**src/rtl/irq_pkg.sv**
```systemverilog
`default_nettype none
// ============================================================================
// Module   : irq_pkg
// Purpose  : Shared types and constants for the N-source interrupt controller.
// Revision : 1.0
// ============================================================================
package irq_pkg;

    typedef enum logic [1:0] {
        IDLE  = 2'd0,
        SERVE = 2'd1,
        FIN   = 2'd2
    } irq_state_t;

    localparam int MCAUSE_IRQ_BASE = 16;
    localparam int IRQ_MAX_SRC     = 32;
    localparam int IRQ_IDX_W       = 5;

    // Interrupt bit plus platform-specific cause number.
    function automatic logic [31:0] irq_mcause(input logic [IRQ_IDX_W-1:0] idx);
        return 32'h8000_0000 | (32'(MCAUSE_IRQ_BASE) + 32'(idx));
    endfunction

endpackage
`default_nettype wire

```
**src/rtl/irq_arbiter.sv**
```systemverilog
`default_nettype none
// ============================================================================
// Module   : irq_arbiter
// Purpose  : Combinational find-first-set searching upward from a start index,
//            wrapping modulo N. Fixed mode always searches from index 0.
// Revision : 1.0
// ============================================================================
module irq_arbiter
    import irq_pkg::*;
#(
    parameter int N  = 8,
    parameter bit RR = 1'b0
) (
    input  logic [N-1:0]           req,
    input  logic [IRQ_IDX_W-1:0]   start,
    output logic                   valid,
    output logic [IRQ_IDX_W-1:0]   idx
);

    localparam int SUM_W = IRQ_IDX_W + 1;

    logic [IRQ_IDX_W-1:0] w_start;
    logic [N-1:0]         w_rot;
    logic [SUM_W-1:0]     w_sum;

    assign w_start = RR ? start : '0;
    // Rotating the doubled vector puts the start index at bit 0.
    assign w_rot   = N'({req, req} >> w_start);

    always_comb begin
        valid = 1'b0;
        w_sum = '0;
        for (int k = N - 1; k >= 0; k--) begin
            if (w_rot[k]) begin
                valid = 1'b1;
                w_sum = {1'b0, w_start} + SUM_W'(k);
            end
        end
        if (w_sum >= SUM_W'(N)) begin
            w_sum = w_sum - SUM_W'(N);
        end
        idx = w_sum[IRQ_IDX_W-1:0];
    end

endmodule
`default_nettype wire

```
**src/rtl/irq_ctrl_n.sv**
```systemverilog
`default_nettype none
// ============================================================================
// Module   : irq_ctrl_n
// Purpose  : N-source interrupt controller with edge/level sources, mie
//            masking, fixed or round-robin arbitration and INT/INT_RST handshake.
// Revision : 1.0
// ============================================================================
module irq_ctrl_n
    import irq_pkg::*;
#(
    parameter int               N_SRC     = 8,
    parameter int               RR_MODE   = 0,
    parameter logic [N_SRC-1:0] EDGE_MASK = '1
) (
    input  logic             clk_i,
    input  logic             rst_i,
    input  logic [N_SRC-1:0] int_req_i,
    input  logic [31:0]      mie_i,
    input  logic             INT_RST_i,
    output logic             INT_o,
    output logic [31:0]      mcause_o,
    output logic [N_SRC-1:0] int_fin_o,
    output logic [N_SRC-1:0] pending_o
);

    irq_state_t             r_state, w_state_next;
    logic [N_SRC-1:0]       r_req_q, r_req_d, r_pend, r_fin;
    logic [IRQ_IDX_W-1:0]   r_rr_ptr, r_idx;
    logic                   r_int;
    logic [31:0]            r_mcause;

    logic [N_SRC-1:0]       w_rise, w_onehot, w_clr, w_masked, w_pend_next, w_fin_next;
    logic [IRQ_IDX_W-1:0]   w_rr_next, w_idx_next, w_arb_idx;
    logic                   w_arb_valid, w_int_next;
    logic [31:0]            w_mcause_next;
    logic                   w_unused_mie;

    assign w_unused_mie = ^mie_i;
    assign w_rise       = r_req_q & ~r_req_d;
    assign w_masked     = r_pend & mie_i[N_SRC-1:0];
    assign w_clr        = (r_state == FIN) ? w_onehot : '0;

    always_comb begin
        w_onehot    = '0;
        w_pend_next = '0;
        for (int i = 0; i < N_SRC; i++) begin
            w_onehot[i] = (r_idx == IRQ_IDX_W'(i));
            // A fresh edge beats the completion clear in the same cycle.
            if (EDGE_MASK[i]) begin
                w_pend_next[i] = w_rise[i] | (r_pend[i] & ~w_clr[i]);
            end else begin
                w_pend_next[i] = r_req_q[i];
            end
        end
    end

    irq_arbiter #(
        .N  (N_SRC),
        .RR (RR_MODE != 0)
    ) u_arbiter (
        .req   (w_masked),
        .start (r_rr_ptr),
        .valid (w_arb_valid),
        .idx   (w_arb_idx)
    );

    always_comb begin
        w_state_next  = r_state;
        w_int_next    = r_int;
        w_mcause_next = r_mcause;
        w_fin_next    = '0;
        w_idx_next    = r_idx;
        w_rr_next     = r_rr_ptr;
        case (r_state)
            IDLE: begin
                if (w_arb_valid) begin
                    w_idx_next    = w_arb_idx;
                    w_mcause_next = irq_mcause(w_arb_idx);
                    w_int_next    = 1'b1;
                    w_state_next  = SERVE;
                end
            end
            SERVE: begin
                if (INT_RST_i) begin
                    w_int_next   = 1'b0;
                    w_fin_next   = w_onehot;
                    w_state_next = FIN;
                end
            end
            FIN: begin
                if (RR_MODE != 0) begin
                    w_rr_next = (r_idx == IRQ_IDX_W'(N_SRC - 1)) ? '0 : r_idx + 1'b1;
                end
                w_state_next = IDLE;
            end
            default: w_state_next = IDLE;
        endcase
    end

    always_ff @(posedge clk_i) begin
        if (rst_i) begin
            r_state  <= IDLE;
            r_req_q  <= '0;
            r_req_d  <= '0;
            r_pend   <= '0;
            r_rr_ptr <= '0;
            r_idx    <= '0;
            r_int    <= 1'b0;
            r_mcause <= '0;
            r_fin    <= '0;
        end else begin
            r_state  <= w_state_next;
            r_req_q  <= int_req_i;
            r_req_d  <= r_req_q;
            r_pend   <= w_pend_next;
            r_rr_ptr <= w_rr_next;
            r_idx    <= w_idx_next;
            r_int    <= w_int_next;
            r_mcause <= w_mcause_next;
            r_fin    <= w_fin_next;
        end
    end

    assign INT_o     = r_int;
    assign mcause_o  = r_mcause;
    assign int_fin_o = r_fin;
    assign pending_o = r_pend;

endmodule
`default_nettype wire

```
**config.mk**
```make
export PLATFORM = sky130hd
export DESIGN_NAME = irq_ctrl_n
export DESIGN_NICKNAME = d
export VERILOG_FILES = /design/src/rtl/irq_pkg.sv /design/src/rtl/irq_arbiter.sv /design/src/rtl/irq_ctrl_n.sv
export SDC_FILE = /design/constraint.sdc
export NUM_CORES = 1
export LEC_CHECK = 0
export BUFFER_PORTS_ARGS = -buffer_cell sky130_fd_sc_hd__buf_2
export CORE_MARGIN = 2
export CORE_UTILIZATION = 30
export CTS_CLUSTER_DIAMETER = 60
export DETAILED_ROUTE_END_ITERATION = 7
export GPL_TIMING_DRIVEN = 0
export PLACE_DENSITY = 0.6
export SYNTH_ARGS = -nofsm -noshare
export SYNTH_HDL_FRONTEND = slang
export SYNTH_SLANG_ARGS = --single-unit
```
**constraint.sdc**
```tcl
create_clock -name clk_i -period 1.5 [get_ports clk_i]
set_input_delay 0.225 -clock clk_i [delete_from_list [all_inputs] [get_ports clk_i]]
set_output_delay 0.225 -clock clk_i [all_outputs]
set_load 0.005 [all_outputs]
```
==> out/metrics.csv <==
metric,value,unit
status,completed,
max_stage_delay,560,ps
ctsHoldBuffers,0,
fin_ws,248,ps
cp_slowest_cell,dfxtp_1,
critical_path_buf_inv_count,1,
synth.area.top_cells,"dfxtp_1 50%, buf_4 14%, nor2b_1 6.5%",
peakVddDrop,0.493,mV
htreeDepth,2,
seq_area,781,µm²
die_area,5750,µm²
cellLeakagePower,0.961,nW
cp_cell_sequence,buf_2,
final.period_utilization,83.5,%
dp_cells,295,
post_dp_cell_area,1930,µm²
critPathKind,register to primary output,
yosys_warnings,0,
r2r_setup_slack,310,ps
die_y,75.8,µm
cp.required,1270,ps
clock-sinks,39,
drive_above_1_share,37.3,%
avgSynthCellArea,9.73,µm²
antenna_found_initial,0,
synth_top_area_share,50.4,%
drt_iter0_markers,14,
tns,0,ps
grt_pass1_wl,5010,µm
final_max_slew_viol_count,0,
via_count,1183,
seq_area_frac_synth,50.4,%
nFillCells,534,
clk_pin_slew,70,ps
synth_commonest_cells,"39 x dfxtp_1, 28 x buf_4, 16 x nor2b_1",
hp-class,primary input to register,
multi_input_area,626,µm²
nets,275,
cp_top_family,flip-flops,
insertion_delay,280,ps
slew-limit-headroom,65.3,%
fin_area,2010,µm²
ctsResizeCount,0,
start_util,30.7,%
chipWidth,75.8,µm
finalClockSkew,2.68,ps
synth_ff_type,dfxtp_1,
maxCapViolations,0,
worstPathArrival,1030,ps
yosys.area.top_type,dfxtp_1,
drt-total-wl,3110,µm
synth_most_common_cell,dfxtp_1,
coreArea,5040,µm²
grt_pass1_vias,1106,
finalNonFillerCells,303,
crit_path_end_kind,primary output,
vias_per_cell,3.90,
synthArstFlopShare,0,%
post-place-ws,312,ps
setup_viol,0,
fin_crit,1250,ps
drc,0,
fmax,799,MHz
grt_max_degree,12,
cts-root-buf,clkbuf_8,
rsz0062_at_grt,no,
routabilityCongestion,0.800,
cp_max_fo,9,
antenna_left,0,
grt-ovfl-total,0,
syn_inst,159,
drt_first_pass_iters,4,
worst_pin_slew,521,ps
yosysUniqueCellTypes,28,
hold_viol,0,
grt_use_total,11.9,%
clock_path_buffers,2,
place_hpwl,2420,µm
port_buffers,40,
post_cts_buffers,0,
wire_per_inst,10.3,µm
ys_seq_elements,39,
rows,26,
io_pins,92,
area_growth,30.2,%
cts_tree,done,
diodes,0,
critPathLaunchType,register,
cellPowerDensity,1060,nW/µm²
netlist_area,1550,µm²
numCtsBuffers,5,
synth_edf_count,0,
[state kept, by name, summed over array words and instances, names as in the netlist]
name       flops
r_req_q        8
mcause_o       1
r_state        2
pending_o      8
r_req_d        8
r_idx          3
int_fin_o      8
INT_o          1
[report_power, final]
group          leakage [nW]  total [mW]  switching [mW]  internal [mW]
Combinational         0.598       0.319           0.155          0.164
Clock                0.0422       0.661           0.335          0.326
Sequential            0.321        1.16          0.0629           1.10
Total                 0.961        2.14           0.553           1.59
[cell usage in the layout (no fill, tap or decap), types with 2 or more instances in the layout]
master,instances
nor2_2,2
conb_1,27
a22oi_1,2
clkbuf_1,2
a22oi_2,2
nand2_1,8
o21ai_1,2
nor3_2,2
o21ai_0,6
nor2_1,6
a32oi_1,2
nand3b_1,3
nand2b_1,10
nor2b_1,16
buf_2,41
a21oi_1,12
inv_1,4
o31ai_1,2
clkbuf_8,5
nand2_2,3
buf_4,28
dfxtp_1,39
[cell type report]
class                           count  share of cell area (%)
Clock inverter                      1                   0.248
Tap cell                           70                    4.35
Buffer                             31                    11.1
Multi-Input combinational cell    111                    31.1
Timing Repair Buffer               40                    9.94
Sequential cell                    39                    38.8
Inverter                            4                   0.745
Clock buffer                        7                    3.79
[per-stage QoR]
step,total power [mW],utilization [%],hold WS [ps]
after floorplan,1.39,-,315
after global placement,1.50,38.3,432
after detailed placement,1.51,38.3,438
after CTS,2.17,40.0,135
after global routing,2.27,40.0,145
final,2.14,40.0,147
[logic make-up (layout without fill, tap and decap cells)]
logic type | after synthesis | after routing | share of synthesized area (%)
AO/OA/AOI/OAI | 32 | 32 | 13.8
AND/OR/NAND/NOR | 52 | 52 | 20.0
buffers and inverters | 35 | 83 | 15.4
other | 1 | 27 | 0.242
flip-flops | 39 | 39 | 50.4
[worst paths after layout]
path / endpoint / startpoint / depth (start not counted)
hold reg to reg: INT_o / INT_o / 2
setup reg to reg: pending_o[7] / r_idx[0] / 3
setup / recovery: mcause_o[0] / r_idx[0] / 1
hold / removal: r_req_q[6] / int_req_i[6] / 2
[per-layer routing]
layer | track usage [%] | up-vias | wire length, µm
met1 | 14.6 | 519 | 1400
met2 | 18.3 | 39 | 1480
met3 | 6.08 | 5 | 210
li1 | - | 620 | -
met5 | 0 | - | 0
met4 | 3.70 | 0 | 21
Note: power is estimated with default switching activity, not from simulation.
